File: src/rtl/hello_pkg.sv
// Shared definitions for the hello-world beat sequencer: state encoding,
// default message length and the message text itself.
package hello_pkg;

  localparam int unsigned HELLO_LEN   = 14;
  localparam int unsigned MSG_LEN_DEF = HELLO_LEN;

  // Byte 0 sits in the most significant byte.
  localparam logic [8*HELLO_LEN-1:0] HELLO_MSG = {"Hello, world", 8'h0D, 8'h0A};

  typedef enum logic [1:0] {
    ST_IDLE  = 2'd0,
    ST_FETCH = 2'd1,
    ST_SEND  = 2'd2
  } state_e;

  // Message byte at position i; positions past the text read as zero.
  function automatic logic [7:0] msg_byte(input int unsigned i);
    logic [8*HELLO_LEN-1:0] w_sh;
    if (i >= HELLO_LEN) begin
      return 8'h00;
    end
    w_sh = HELLO_MSG << (8 * i);
    return w_sh[8*HELLO_LEN-1 -: 8];
  endfunction

endpackage

File: src/rtl/hello_sequencer_if.sv
// Byte handshake between the sequencer and the UART transmitter.
interface hello_sequencer_if;

  logic       tx_valid;
  logic [7:0] tx_data;
  logic       tx_ready;

  modport master (output tx_valid, output tx_data, input tx_ready);
  modport slave  (input tx_valid, input tx_data, output tx_ready);

endinterface

File: src/rtl/hello_rom.sv
// Message ROM with a registered read port; the output only updates on a read.
module hello_rom
  import hello_pkg::*;
#(
  parameter int unsigned IDX_W = 4
) (
  input  logic             clk,
  input  logic             reset,
  input  logic             i_rd_en,
  input  logic [IDX_W-1:0] i_addr,
  output logic [7:0]       o_data
);

  logic [7:0] r_data;

  // Registered lookup; holding the value keeps the offered byte stable.
  always_ff @(posedge clk or posedge reset) begin
    if (reset) begin
      r_data <= 8'h00;
    end else if (i_rd_en) begin
      r_data <= msg_byte(32'(i_addr));
    end
  end

  assign o_data = r_data;

endmodule

File: src/rtl/hello_sequencer.sv
// Sends the message once per beat over a valid/ready byte handshake.
// One beat may be queued while a message is in flight; further beats are
// counted as dropped.
module hello_sequencer
  import hello_pkg::*;
#(
  parameter int unsigned MSG_LEN = MSG_LEN_DEF,
  parameter int unsigned IDX_W   = 4
) (
  input  logic              clk,
  input  logic              reset,
  input  logic              beat,
  hello_sequencer_if.master tx,
  output logic              busy,
  output logic              done,
  output logic [7:0]        dropped
);

  localparam logic [IDX_W-1:0] LAST_IDX = IDX_W'(MSG_LEN - 1);

  state_e           r_state;
  logic [IDX_W-1:0] r_idx;
  logic             r_pending;
  logic             r_tx_valid;
  logic             r_busy;
  logic             r_done;
  logic [7:0]       r_dropped;

  logic             w_xfer;
  logic             w_rd_en;
  logic [7:0]       w_rom_data;

  assign w_xfer  = r_tx_valid & tx.tx_ready;
  assign w_rd_en = (r_state == ST_FETCH);

  hello_rom #(
    .IDX_W (IDX_W)
  ) u_rom (
    .clk     (clk),
    .reset   (reset),
    .i_rd_en (w_rd_en),
    .i_addr  (r_idx),
    .o_data  (w_rom_data)
  );

  // Control FSM plus beat queueing; every output is a register.
  always_ff @(posedge clk or posedge reset) begin
    if (reset) begin
      r_state    <= ST_IDLE;
      r_idx      <= '0;
      r_pending  <= 1'b0;
      r_tx_valid <= 1'b0;
      r_busy     <= 1'b0;
      r_done     <= 1'b0;
      r_dropped  <= 8'h00;
    end else begin
      r_done <= 1'b0;

      // Beats during a message: queue one, count the rest.
      if (r_state != ST_IDLE && beat) begin
        if (!r_pending) begin
          r_pending <= 1'b1;
        end else if (r_dropped != 8'hFF) begin
          r_dropped <= r_dropped + 8'd1;
        end
      end

      case (r_state)
        ST_IDLE: begin
          if (beat || r_pending) begin
            r_state   <= ST_FETCH;
            r_idx     <= '0;
            r_busy    <= 1'b1;
            // A fresh beat alongside a queued one stays queued.
            r_pending <= beat & r_pending;
          end
        end
        ST_FETCH: begin
          r_state    <= ST_SEND;
          r_tx_valid <= 1'b1;
        end
        ST_SEND: begin
          if (w_xfer) begin
            r_tx_valid <= 1'b0;
            if (r_idx == LAST_IDX) begin
              r_state <= ST_IDLE;
              r_idx   <= '0;
              r_busy  <= 1'b0;
              r_done  <= 1'b1;
            end else begin
              r_state <= ST_FETCH;
              r_idx   <= r_idx + IDX_W'(1);
            end
          end
        end
        default: begin
          r_state    <= ST_IDLE;
          r_tx_valid <= 1'b0;
          r_busy     <= 1'b0;
        end
      endcase
    end
  end

  assign tx.tx_valid = r_tx_valid;
  assign tx.tx_data  = w_rom_data;
  assign busy        = r_busy;
  assign done        = r_done;
  assign dropped     = r_dropped;

endmodule

File: src/flat_wrapper.sv
// flat-port wrapper written by rule: the top's interface ports become plain ports
module hello_sequencer_flat import hello_pkg::*;
#(
  parameter int unsigned MSG_LEN = MSG_LEN_DEF,
  parameter int unsigned IDX_W   = 4
)
  (clk, reset, beat, busy, done, dropped, tx_tx_valid, tx_tx_data, tx_tx_ready);
  hello_sequencer_if tx_i ();
  input  logic clk;
  input  logic reset;
  input  logic beat;
  output logic busy;
  output logic done;
  output logic [7:0] dropped;
  output wire logic [$bits(tx_i.tx_valid)-1:0] tx_tx_valid;
  output wire logic [$bits(tx_i.tx_data)-1:0] tx_tx_data;
  input wire logic [$bits(tx_i.tx_ready)-1:0] tx_tx_ready;
  assign tx_tx_valid = tx_i.tx_valid;
  assign tx_tx_data = tx_i.tx_data;
  assign tx_i.tx_ready = tx_tx_ready;
  hello_sequencer #(.MSG_LEN(MSG_LEN), .IDX_W(IDX_W)) u_core (.clk(clk), .reset(reset), .beat(beat), .tx(tx_i), .busy(busy), .done(done), .dropped(dropped));
endmodule
File: config.mk
export PLATFORM = sky130hd
export DESIGN_NAME = hello_sequencer_flat
export DESIGN_NICKNAME = d
export VERILOG_FILES = /design/src/rtl/hello_pkg.sv /design/src/rtl/hello_sequencer_if.sv /design/src/rtl/hello_rom.sv /design/src/rtl/hello_sequencer.sv /design/src/flat_wrapper.sv
export SDC_FILE = /design/constraint.sdc
export NUM_CORES = 1
export LEC_CHECK = 0
export ABC_AREA = 1
export CAP_MARGIN = 20
export CORE_UTILIZATION = 50
export CTS_CLUSTER_SIZE = 14
export DETAILED_ROUTE_END_ITERATION = 7
export PLACE_DENSITY_LB_ADDON = 0.05
export RECOVER_POWER = 25
export SLEW_MARGIN = 20
export SYNTH_ARGS = -nofsm -noshare
export SYNTH_HDL_FRONTEND = slang
export SYNTH_SLANG_ARGS = --single-unit
File: constraint.sdc
create_clock -name clk -period 2.9 [get_ports clk]
set_clock_uncertainty 0.1 [all_clocks]
set_input_delay 0.58 -clock clk [delete_from_list [all_inputs] [get_ports clk]]
set_output_delay 0.58 -clock clk [all_outputs]
set_load 0.02 [all_outputs]
# Word level (Yosys, flattened, before mapping)
# Cells that the tools add are included.
dict set report word_totals {
  reg_bits 26
  elab_cells 57
}
dict set report classes {
  order_cmp 1
  n_addsub 2
  bitwise 4
  n_eq_ne 7
  shifts 1
  reduce_logical 10
  n_mux 24
}
# op n
set op_table {}
lappend op_table {{$shl A111 B7 Y112 const A} 1}
lappend op_table {{$mux W8} 2}
lappend op_table {{$mux W1} 13}
lappend op_table {{$mux W4} 3}
lappend op_table {{$add A8 B1 Y8 const B} 1}
lappend op_table {{$ne A8 B8 Y1 const B} 1}
lappend op_table {{$pmux W4 S2} 1}
lappend op_table {{$ne A2 B1 Y1 const B} 3}
lappend op_table {{$pmux W1 S3} 2}
lappend op_table {{$pmux W2 S3} 1}
lappend op_table {{$reduce_and A3 Y1} 2}
lappend op_table {{$add A4 B1 Y4 const B} 1}
lappend op_table {{$eq A4 B4 Y1 const B} 1}
lappend op_table {{$ge A4 B4 Y1 const B} 1}
lappend op_table {{$mux W2} 2}
lappend op_table {{$reduce_and A2 Y1} 2}
lappend op_table {{$reduce_and A4 Y1} 1}
lappend op_table {{$reduce_bool A2 Y1} 2}
lappend op_table {{$and A1 B1 Y1} 2}
lappend op_table {{$eq A2 B1 Y1 const B} 1}
lappend op_table {{$eq A2 B2 Y1 const B} 1}
lappend op_table {{$logic_not A2 Y1} 1}
lappend op_table {{$not A1 Y1} 2}
lappend op_table {{$logic_and A1 B1 Y1} 1}
lappend op_table {{$logic_or A1 B1 Y1} 1}

# Longest topological paths before layout
# Gate-level depths: netlist of the first run.
dict set report depth {
  depth_word 5
  ltp_mapped 8
}

# Modules after synthesis
# From an unflattened synthesis of the first run, not the netlist that was laid out.
dict set report unflattened {
  hier_cells 195
  hier_area_um2 1465.2
}
# module n_inst area_each_um2 cells_per_inst
set modules_own_cells {}
lappend modules_own_cells {hello_sequencer 1 974.7 124}
lappend modules_own_cells {hello_rom 1 490.5 71}

# Least setup slack after synthesis of the first run
# OpenSTA, ideal clock, no wires.
dict set report synth_path {
  path_kind {register to register}
  from {register u_core.r_dropped[0] (netlist: u_core.dropped[0])}
  to {register u_core.r_dropped[3] (netlist: u_core.dropped[3])}
  stages_incl_launch_ff 9
  t_arrival_ps 1233
  synth_period_minus_slack_ps 1450
  setup_slack_ps 1450
  cell_sequence {dfrtp_1 > ha_1 > nand2_1 > nor2_1 > nand2_2 > nand2_2 > nor2_4 > nand2_1 > nand2_1}
}
dict set report synth_via {
  elab_chain_cells 2
}
# element line_no
set synth_lines {}
lappend synth_lines {{from (decl)} hello_sequencer.sv:27} ;# logic [7:0] r_dropped;
lappend synth_lines {{from (signal assigned)} hello_sequencer.sv:64} ;# r_dropped <= r_dropped + 8'd1;
lappend synth_lines {{branches (longest 2 deep; another with $add A8 B1 Y8)} -}
# Several ways; the timed one is not identified.
# A chain may end at the register's enable or synchronous reset.

# Worst setup path after layout of the first run
dict set report layout_path {
  from {register u_core.r_dropped[4] (netlist: u_core.dropped[4])}
  to {output dropped[4]}
}
# element line_no
set layout_lines {}
lappend layout_lines {{to (decl)} flat_wrapper.sv:14} ;# output logic [7:0] dropped;
# No word-level cell between the ends.

==> results of run 1 <==
## where the power goes
group	total, mW	leakage, nW	switching [mW]	internal [mW]
sequential	0.571	0.326	0.121	0.449
clock	0.154	0.0177	0.103	0.0515
combinational	0.724	0.514	0.437	0.287
total	1.45	0.857	0.661	0.788
## through the flow
| step | utilization | cell area (um2) |
|---|---|---|
| floorplan | - | 1470 |
| global placement | 0.617 | 1720 |
| CTS | 0.627 | 1740 |
| global route | 0.626 | 1740 |
| finish | 0.626 | 1740 |
| detailed placement | 0.617 | 1720 |
## state kept, by name, summed over array words and instances, names as in the netlist
register and flops:
u_core.r_state 2, u_core.r_pending 1, u_core.done 1, u_core.u_rom.o_data 7, u_core.dropped 8, u_core.busy 1, u_core.r_idx 4, u_core.tx.tx_valid 1
## cell usage after synthesis, drive strengths merged
cell type | instances | area share
nor3 | 1 | 0.0034
nand2 | 71 | 0.19
o21a | 1 | 0.0051
conb | 1 | 0.0025
xor2 | 1 | 0.0059
o21ai | 17 | 0.058
nand3b | 1 | 0.0051
nor2 | 14 | 0.062
a21oi | 4 | 0.016
dfrtp | 25 | 0.42
xnor2 | 2 | 0.012
ha | 9 | 0.076
buf | 2 | 0.0085
nand3 | 16 | 0.058
inv | 20 | 0.051
nand4 | 4 | 0.017
## area by class of cell
type	count	area, um2
fillers	245	1040
multi-input cells	142	759
flip-flops and latches	25	626
repair buffers	22	214
inverters	20	75.1
well taps	31	38.8
clock buffers	3	22.5
clock inverters	1	5.00
## worst max path at each step
stage	startpoint	end
finish	u_core.dropped[4]	dropped[4]
global route	reset	u_core.dropped[4]
CTS	u_core.dropped[4]	dropped[4]
detailed placement	beat	u_core.dropped[2]
global placement	beat	u_core.dropped[7]
floorplan	u_core.dropped[0]	u_core.dropped[3]
## layer usage
layer / global-route usage / vias to the layer above
met3: 0.0207 / 2
met4: 0.0627 / 0
li1: - / 652
met2: 0.350 / 19
met1: 0.252 / 589
met5: 0 / -
## kinds of logic (layout without fill, tap and decap cells)
family	count (synthesis)	after routing	synth area share
adder cells (fa/ha/maj)	9	9	0.0765
flip-flops	25	25	0.425
buffers and inverters	22	46	0.0595
XOR/XNOR	3	3	0.0178
other	1	1	0.00255
AO/OA/AOI/OAI	22	22	0.0790
AND/OR/NAND/NOR	107	107	0.340
## worst min-delay path: stages, from the launching register on
cell and delay (ns):
dfrtp_1 0.37, nand2_1 0.05, nand2_1 0.06
==> flow_metrics.env, run 1 <==
export IMPL_grt_pass1_wl_um=5000
export IMPL_route_met2_wl_um=1440
export IMPL_max_slew_margin=0.0766
export IMPL_final_setup_viol_count=0
export IMPL_yosys_warnings=0
export IMPL_seq_area_frac_synth=0.425
export IMPL_crit_buf_inv=1
export IMPL_timing_rr_start="u_core.r_idx[1]"
export IMPL_layout_common_cells="nand2_1 (65), dfrtp_1 (25), clkdlybuf4s50_1 (20)"
export IMPL_wl_um=2850
export IMPL_nets=227
export IMPL_final_max_slew_viol_count=0
export IMPL_drive_gt1_frac=0.0892
export IMPL_holdCritPathClass="flop to flop"
export IMPL_clk_latency_ns=0.31
export IMPL_path_depth=1
export IMPL_via_per_inst=5.17
export IMPL_fmax_mhz=475
export IMPL_numPortBuffers=21
export IMPL_fin_crit_sh=0.726
export IMPL_first_pass_iters=4
export IMPL_syn_inst=189
export IMPL_synth_cell_types=25
export IMPL_die_area_mm2=0.00317
export IMPL_rrSetupSlack_ns=1.20
export IMPL_final_cells=244
export IMPL_min_period_ns=2.11
export IMPL_cts_buffer_depth=2
export IMPL_grt_start_max_net_pins=26
export IMPL_worstMarginPinSlew_ns=1.39
export IMPL_rows=19
export IMPL_crit_path_end_kind="primary output"
export IMPL_wl_met3_um=63
export IMPL_ys_seq_elements=25
export IMPL_leakagePower_nw=0.857
export IMPL_vias=1262
export IMPL_diodes=0
export IMPL_syn2layout_area_growth_pct=18.2
export IMPL_core_region_area_mm2=0.00278
export IMPL_wire_per_inst_um=11.7
export IMPL_dp_hpwl_um=2160
export IMPL_highest_layer="met4"
export IMPL_cts_clk_slew_worst_paths_ns=0.13
export IMPL_preCtsSetupSlack_ns=0.974
export IMPL_r2r_end="u_core.r_idx[1]"
export IMPL_crit_family="buffers and inverters"
export IMPL_hold_depth=2
export IMPL_hold_end="u_core.u_rom.o_data[5]"
export IMPL_r2r_cells=7
export IMPL_ios=23
export IMPL_antenna_found_initial=0
export IMPL_overflow=0
export IMPL_grt_total_usage=0.197
export IMPL_drc=0
export IMPL_syn_area_mm2=0.00147
export IMPL_crit_arrival_ns=1.43
export IMPL_grt_setup_unrepaired="no"
export IMPL_gp_congestion=0.855
export IMPL_final_common_cell="nand2_1"
export IMPL_hp_start="u_core.u_rom.o_data[5]"
export IMPL_synthesis_nets=202
export IMPL_avgSynthCellArea_um2=7.79
export IMPL_required_ns=2.22
export IMPL_initial_core_util=0.529
export IMPL_status="finished, final reports clean"
export IMPL_path_class="flop to primary output"
export IMPL_cts_resized=0
export IMPL_whs_ns=0.400
export IMPL_cellPowerDensity_mw_per_mm2=832
export IMPL_postCtsHoldBufs=0
export IMPL_first_global_vias=1191
export IMPL_cts_max_level=1
export IMPL_numCtsBuffers=3
export IMPL_finalSetupTns_ns=0
export IMPL_clock_sinks=25
export IMPL_cp_start_kind="flop"
export IMPL_cpPeakStageDelay_ns=0.64
export IMPL_power_total_mw=1.45
export IMPL_crit_slowest_cell="clkdlybuf4s50_1"
export IMPL_hold_viol_final=0
export IMPL_setup_ws_ns=0.794
export IMPL_die_h_um=56.3
export IMPL_drv_cap=0
export IMPL_clockRootBuffer="clkbuf_4"
export IMPL_peakVddDrop_mv=0.567
export IMPL_dp_cells=240
export IMPL_drt_met1_wl_um=1330
export IMPL_crit_chain="clkdlybuf4s50_1"
export IMPL_cp_max_fo=5
export IMPL_post_cts_setup_buffer_count=0
export IMPL_drt_iter0_drc=31
export IMPL_ant_nets=0
export IMPL_cts_tree="done"
export IMPL_die_x_um=56.3
Power figures use the tool's default switching activity.
==> run 2: changes to the inputs <==
--- a/config.mk
+++ b/config.mk
@@ -7,7 +7,7 @@
 export LEC_CHECK = 0
 export ABC_AREA = 1
 export CAP_MARGIN = 20
-export CORE_UTILIZATION = 50
+export CORE_UTILIZATION = 48
 export CTS_CLUSTER_SIZE = 14
 export DETAILED_ROUTE_END_ITERATION = 7
 export PLACE_DENSITY_LB_ADDON = 0.05
==> constraint.sdc (replaced) <==
create_clock -name clk -period 1.83 [get_ports clk]
set_clock_uncertainty 0.1 [all_clocks]
set_input_delay 0.366 -clock clk [delete_from_list [all_inputs] [get_ports clk]]
set_output_delay 0.366 -clock clk [all_outputs]
set_load 0.02 [all_outputs]
==> flow_metrics.env, run 2 (synthesized netlist as in run 1, its figures left out) <==
export IMPL_clk_latency_ns=0.32
export IMPL_peakVddDrop_mv=0.617
export IMPL_hold_viol_final=0
export IMPL_grt_setup_unrepaired="no"
export IMPL_cp_max_fo=2
export IMPL_grt_use_met1=0.257
export IMPL_overflow=0
export IMPL_grt_total_usage=0.192
export IMPL_numCtsBuffers=3
export IMPL_fin_crit_sh=0.960
export IMPL_wire_per_inst_um=11.7
export IMPL_clock_sinks=25
export IMPL_drt_iter0_drc=43
export IMPL_layout_common_cells="nand2_1 (65), dfrtp_1 (25), inv_1 (17)"
export IMPL_endpoint="tx_tx_data[3]"
export IMPL_clockRootBuffer="clkbuf_4"
export IMPL_first_pass_iters=4
export IMPL_r2r_cells=7
export IMPL_dp_cells=242
export IMPL_cts_tree="done"
export IMPL_die_area_mm2=0.00329
export IMPL_gp_congestion=0.859
export IMPL_via_per_inst=5.16
export IMPL_wl_um=2880
export IMPL_vias=1269
export IMPL_grt_busiest_layer="met2"
export IMPL_diodes=0
export IMPL_dp_hpwl_um=2180
export IMPL_met2_usage=0.326
export IMPL_crit_chain="clkdlybuf4s50_1"
export IMPL_numPortBuffers=21
export IMPL_final_cells=246
export IMPL_status="finished, final reports clean"
export IMPL_nets=229
export IMPL_syn2layout_area_growth_pct=19.1
export IMPL_drc=0
export IMPL_crit_family="buffers and inverters"
export IMPL_required_ns=1.36
export IMPL_crit_slowest_cell="clkdlybuf4s50_1"
export IMPL_first_global_vias=1175
export IMPL_cts_clk_slew_worst_paths_ns=0.13
export IMPL_path_depth=1
export IMPL_min_period_ns=1.76
export IMPL_worstMarginPinSlew_ns=0.632
export IMPL_leakagePower_nw=0.927
export IMPL_final_max_slew_viol_count=0
export IMPL_finalSetupTns_ns=0
export IMPL_ios=23
export IMPL_cp_start_kind="flop"
export IMPL_crit_arrival_ns=1.29
export IMPL_rrSetupSlack_ns=0.20
export IMPL_timing_rr_start="u_core.r_idx[0]"
export IMPL_final_common_cell="nand2_1"
export IMPL_startpoint="u_core.u_rom.o_data[3]"
export IMPL_final_setup_viol_count=0
export IMPL_max_slew_margin=0.578
export IMPL_drive_gt1_frac=0.0977
export IMPL_ant_nets=0
export IMPL_cts_buffer_depth=2
export IMPL_cpPeakStageDelay_ns=0.61
export IMPL_r2r_end="u_core.u_rom.o_data[0]"
export IMPL_crit_path_end_kind="primary output"
export IMPL_die_h_um=57.4
export IMPL_final_area_mm2=0.00175
export IMPL_initial_core_util=0.521
export IMPL_die_x_um=57.4
export IMPL_crit_buf_inv=1
export IMPL_drv_cap=0
export IMPL_cts_max_level=1
export IMPL_path_class="flop to primary output"
export IMPL_rows=19
export IMPL_fmax_mhz=569
export IMPL_grt_use_met3=0.0272
export IMPL_core_region_area_mm2=0.00283
export IMPL_largest_reg_flops=8
export IMPL_dpl_cell_area_mm2=0.00173
export IMPL_cellPowerDensity_mw_per_mm2=1320
export IMPL_power_total_mw=2.31
export IMPL_grt_start_max_net_pins=26
export IMPL_antenna_found_initial=0
export IMPL_grt_pass1_wl_um=4980
export IMPL_num_fill_cells=257
export IMPL_holdCritPathClass="flop to flop"
==> run 2: metal layers <==
metal	vias to the layer above	share of wire
met5	-	0
met4	0	0.0055
met3	2	0.037
met2	34	0.50
met1	586	0.46
li1	647	-
==> run 2: cell type report <==
class | count | area, um2 | area share
Multi-Input combinational cell | 142 | 759 | 0.433
Sequential cell | 25 | 626 | 0.357
Timing Repair Buffer | 24 | 229 | 0.131
Inverter | 20 | 75.1 | 0.0428
Tap cell | 31 | 38.8 | 0.0221
Clock buffer | 4 | 26.3 | 0.0150
==> run 2: worst min path at each step <==
stage | startpoint | end | slack (ns) | depth (start not counted)
2_1_floorplan | reset | u_core.busy | 0.29 | 1
3_3_place_gp | u_core.u_rom.o_data[1] | u_core.u_rom.o_data[1] | 0.36 | 2
3_5_place_dp | u_core.u_rom.o_data[5] | u_core.u_rom.o_data[5] | 0.37 | 2
4_1_cts | reset | u_core.r_idx[1] | 0.28 | 3
5_1_grt | u_core.u_rom.o_data[5] | u_core.u_rom.o_data[5] | 0.42 | 2
6_report | u_core.u_rom.o_data[5] | u_core.u_rom.o_data[5] | 0.40 | 2
==> run 2: what timing repair did <==
item | 4_1_cts | 5_1_grt
hold buffers | 0 | 0
setup buffers | 0 | 0
endpoints found under the setup margin | 7 | 3
resized for setup | 7 | 3
==> run 2: metrics by stage <==
step | hold slack (ns) | util | setup slack (ns)
6_report | 0.396 | 0.620 | 0.0729
5_1_grt | 0.417 | 0.620 | 0.00142
4_1_cts | 0.278 | 0.618 | 0.00842
3_5_place_dp | 0.370 | 0.612 | 0.126
3_3_place_gp | 0.362 | 0.612 | 0.151
2_1_floorplan | 0.293 | - | 0.380
==> run 2: where the power goes <==
group          internal, mW  switching (mW)
Clock                0.0851           0.164
Combinational         0.457           0.717
Sequential            0.712           0.177
Total                  1.25            1.06
==> run 3: changes to the inputs <==
--- a/config.mk
+++ b/config.mk
@@ -7,8 +7,10 @@
 export LEC_CHECK = 0
 export ABC_AREA = 1
 export CAP_MARGIN = 20
+export CORE_ASPECT_RATIO = 1.1
+export CORE_MARGIN = 4
 export CORE_UTILIZATION = 48
-export CTS_CLUSTER_SIZE = 14
+export CTS_CLUSTER_SIZE = 24
 export DETAILED_ROUTE_END_ITERATION = 7
 export PLACE_DENSITY_LB_ADDON = 0.05
 export RECOVER_POWER = 25
==> flow_metrics.env, run 3 (synthesized netlist as in run 1, its figures left out) <==
export IMPL_crit_buf_inv=1
export IMPL_finalSetupTns_ns=0
export IMPL_crit_arrival_ns=1.29
export IMPL_dp_cells=244
export IMPL_wire_per_inst_um=12.1
export IMPL_diodes=0
export IMPL_final_max_slew_viol_count=0
export IMPL_num_fill_cells=278
export IMPL_clk_latency_ns=0.31
export IMPL_cellPowerDensity_mw_per_mm2=1310
export IMPL_ant_nets=0
export IMPL_cts_buffer_depth=2
export IMPL_worstMarginPinSlew_ns=0.612
export IMPL_final_common_cell="nand2_1"
export IMPL_cts_clk_slew_worst_paths_ns=0.13
export IMPL_vias=1256
export IMPL_ios=23
export IMPL_die_area_mm2=0.00402
export IMPL_wl_um=2990
export IMPL_cts_tree="done"
export IMPL_drt_iter0_drc=48
export IMPL_core_region_area_mm2=0.00285
export IMPL_layout_common_cells="nand2_1 (65), dfrtp_1 (25), inv_1 (17)"
export IMPL_cp_max_fo=2
export IMPL_grt_start_max_net_pins=26
export IMPL_status="finished, final reports clean"
export IMPL_first_global_vias=1259
export IMPL_grt_pass1_wl_um=5310
export IMPL_die_x_um=60.8
export IMPL_required_ns=1.36
export IMPL_largest_reg_flops=8
export IMPL_peakVddDrop_mv=0.705
export IMPL_antenna_found_initial=0
export IMPL_post_cts_setup_buffer_count=0
export IMPL_max_slew_margin=0.592
export IMPL_postCtsHoldBufs=0
export IMPL_final_cells=248
export IMPL_dp_hpwl_um=2320
export IMPL_cpPeakStageDelay_ns=0.61
export IMPL_grt_total_usage=0.171
export IMPL_die_h_um=66.1
export IMPL_gp_congestion=0.857
export IMPL_initial_core_util=0.516
export IMPL_numCtsBuffers=3
export IMPL_path_class="flop to primary output"
export IMPL_rows=20
export IMPL_crit_path_end_kind="primary output"
export IMPL_overflow=0
export IMPL_crit_slowest_cell="clkdlybuf4s50_1"
export IMPL_syn2layout_area_growth_pct=18.9
export IMPL_drv_cap=0
export IMPL_cp_start_kind="flop"
export IMPL_dpl_cell_area_mm2=0.00173
export IMPL_final_area_mm2=0.00175
export IMPL_cts_max_level=1
export IMPL_numPortBuffers=21
export IMPL_grt_setup_unrepaired="no"
export IMPL_via_per_inst=5.06
export IMPL_clockRootBuffer="clkbuf_4"
export IMPL_crit_chain="clkdlybuf4s50_1"
export IMPL_hold_viol_final=0
export IMPL_nets=229
export IMPL_crit_family="buffers and inverters"
export IMPL_drc=0
export IMPL_first_pass_iters=4
export IMPL_final_setup_viol_count=0
export IMPL_fmax_mhz=569
export IMPL_clock_sinks=25
export IMPL_leakagePower_nw=0.907
export IMPL_drive_gt1_frac=0.0977
export IMPL_holdCritPathClass="flop to flop"
export IMPL_min_period_ns=1.76
export IMPL_fin_crit_sh=0.960
run 3: layer usage:
layer | wire, um | up-vias | GRT usage
met4 | 15 | 0 | 0.0407
met2 | 1570 | 13 | 0.311
li1 | - | 649 | -
met1 | 1330 | 592 | 0.206
met3 | 77 | 2 | 0.0234
met5 | 0 | - | 0
run 3: area by class of cell:
type                       instances  area (um2)  area share
clock buffer                       4        26.3      0.0150
inverter                          20        75.1      0.0429
multi-input combinational        142         759       0.434
timing repair buffer              24         223       0.127
sequential                        25         626       0.357
tap                               33        41.3      0.0236
run 3: metrics by stage:
| stage | hold slack, ns | setup WS [ns] | utilization | power, mW |
|---|---|---|---|---|
| floorplan | 0.293 | 0.380 | - | 1.69 |
| global placement | 0.366 | 0.153 | 0.608 | 2.08 |
| detailed placement | 0.372 | 0.0911 | 0.608 | 2.12 |
| CTS | 0.295 | 0.0469 | 0.614 | 2.34 |
| global route | 0.440 | 0.0000392 | 0.614 | 2.53 |
| finish | 0.402 | 0.0741 | 0.614 | 2.30 |
run 3: power breakdown:
group          total, mW  switching [mW]  leakage [nW]  internal (mW)
Sequential         0.905           0.193         0.326          0.712
Clock              0.235           0.150        0.0150         0.0849
Combinational       1.16           0.705         0.566          0.453
run 3: worst paths after layout:
path                                             start                     end  slack [ns]  cells past startpoint
worst max-delay path                       u_core.busy                    busy        0.07                      1
worst min-delay path            u_core.u_rom.o_data[1]  u_core.u_rom.o_data[1]        0.40                      2
worst max register to register         u_core.r_idx[1]         u_core.r_idx[1]        0.23                      7
worst min register to register  u_core.u_rom.o_data[1]  u_core.u_rom.o_data[1]        0.40                      2
max in group asynchronous                        reset       u_core.dropped[4]        0.70                      3
min in group asynchronous                        reset       u_core.dropped[6]        0.54                      3
run 3: repair_timing:
action / in CTS / in global routing
gates resized for setup: 8 / 1
setup endpoints to repair: 8 / 1
pin swaps: 0 / 0
hold endpoints to repair: 0 / 0
run 3: worst min-delay path, stage by stage (launching register included):
cell     delay (ns)
dfrtp_1        0.37
nand2_1        0.05
nand2_1        0.06
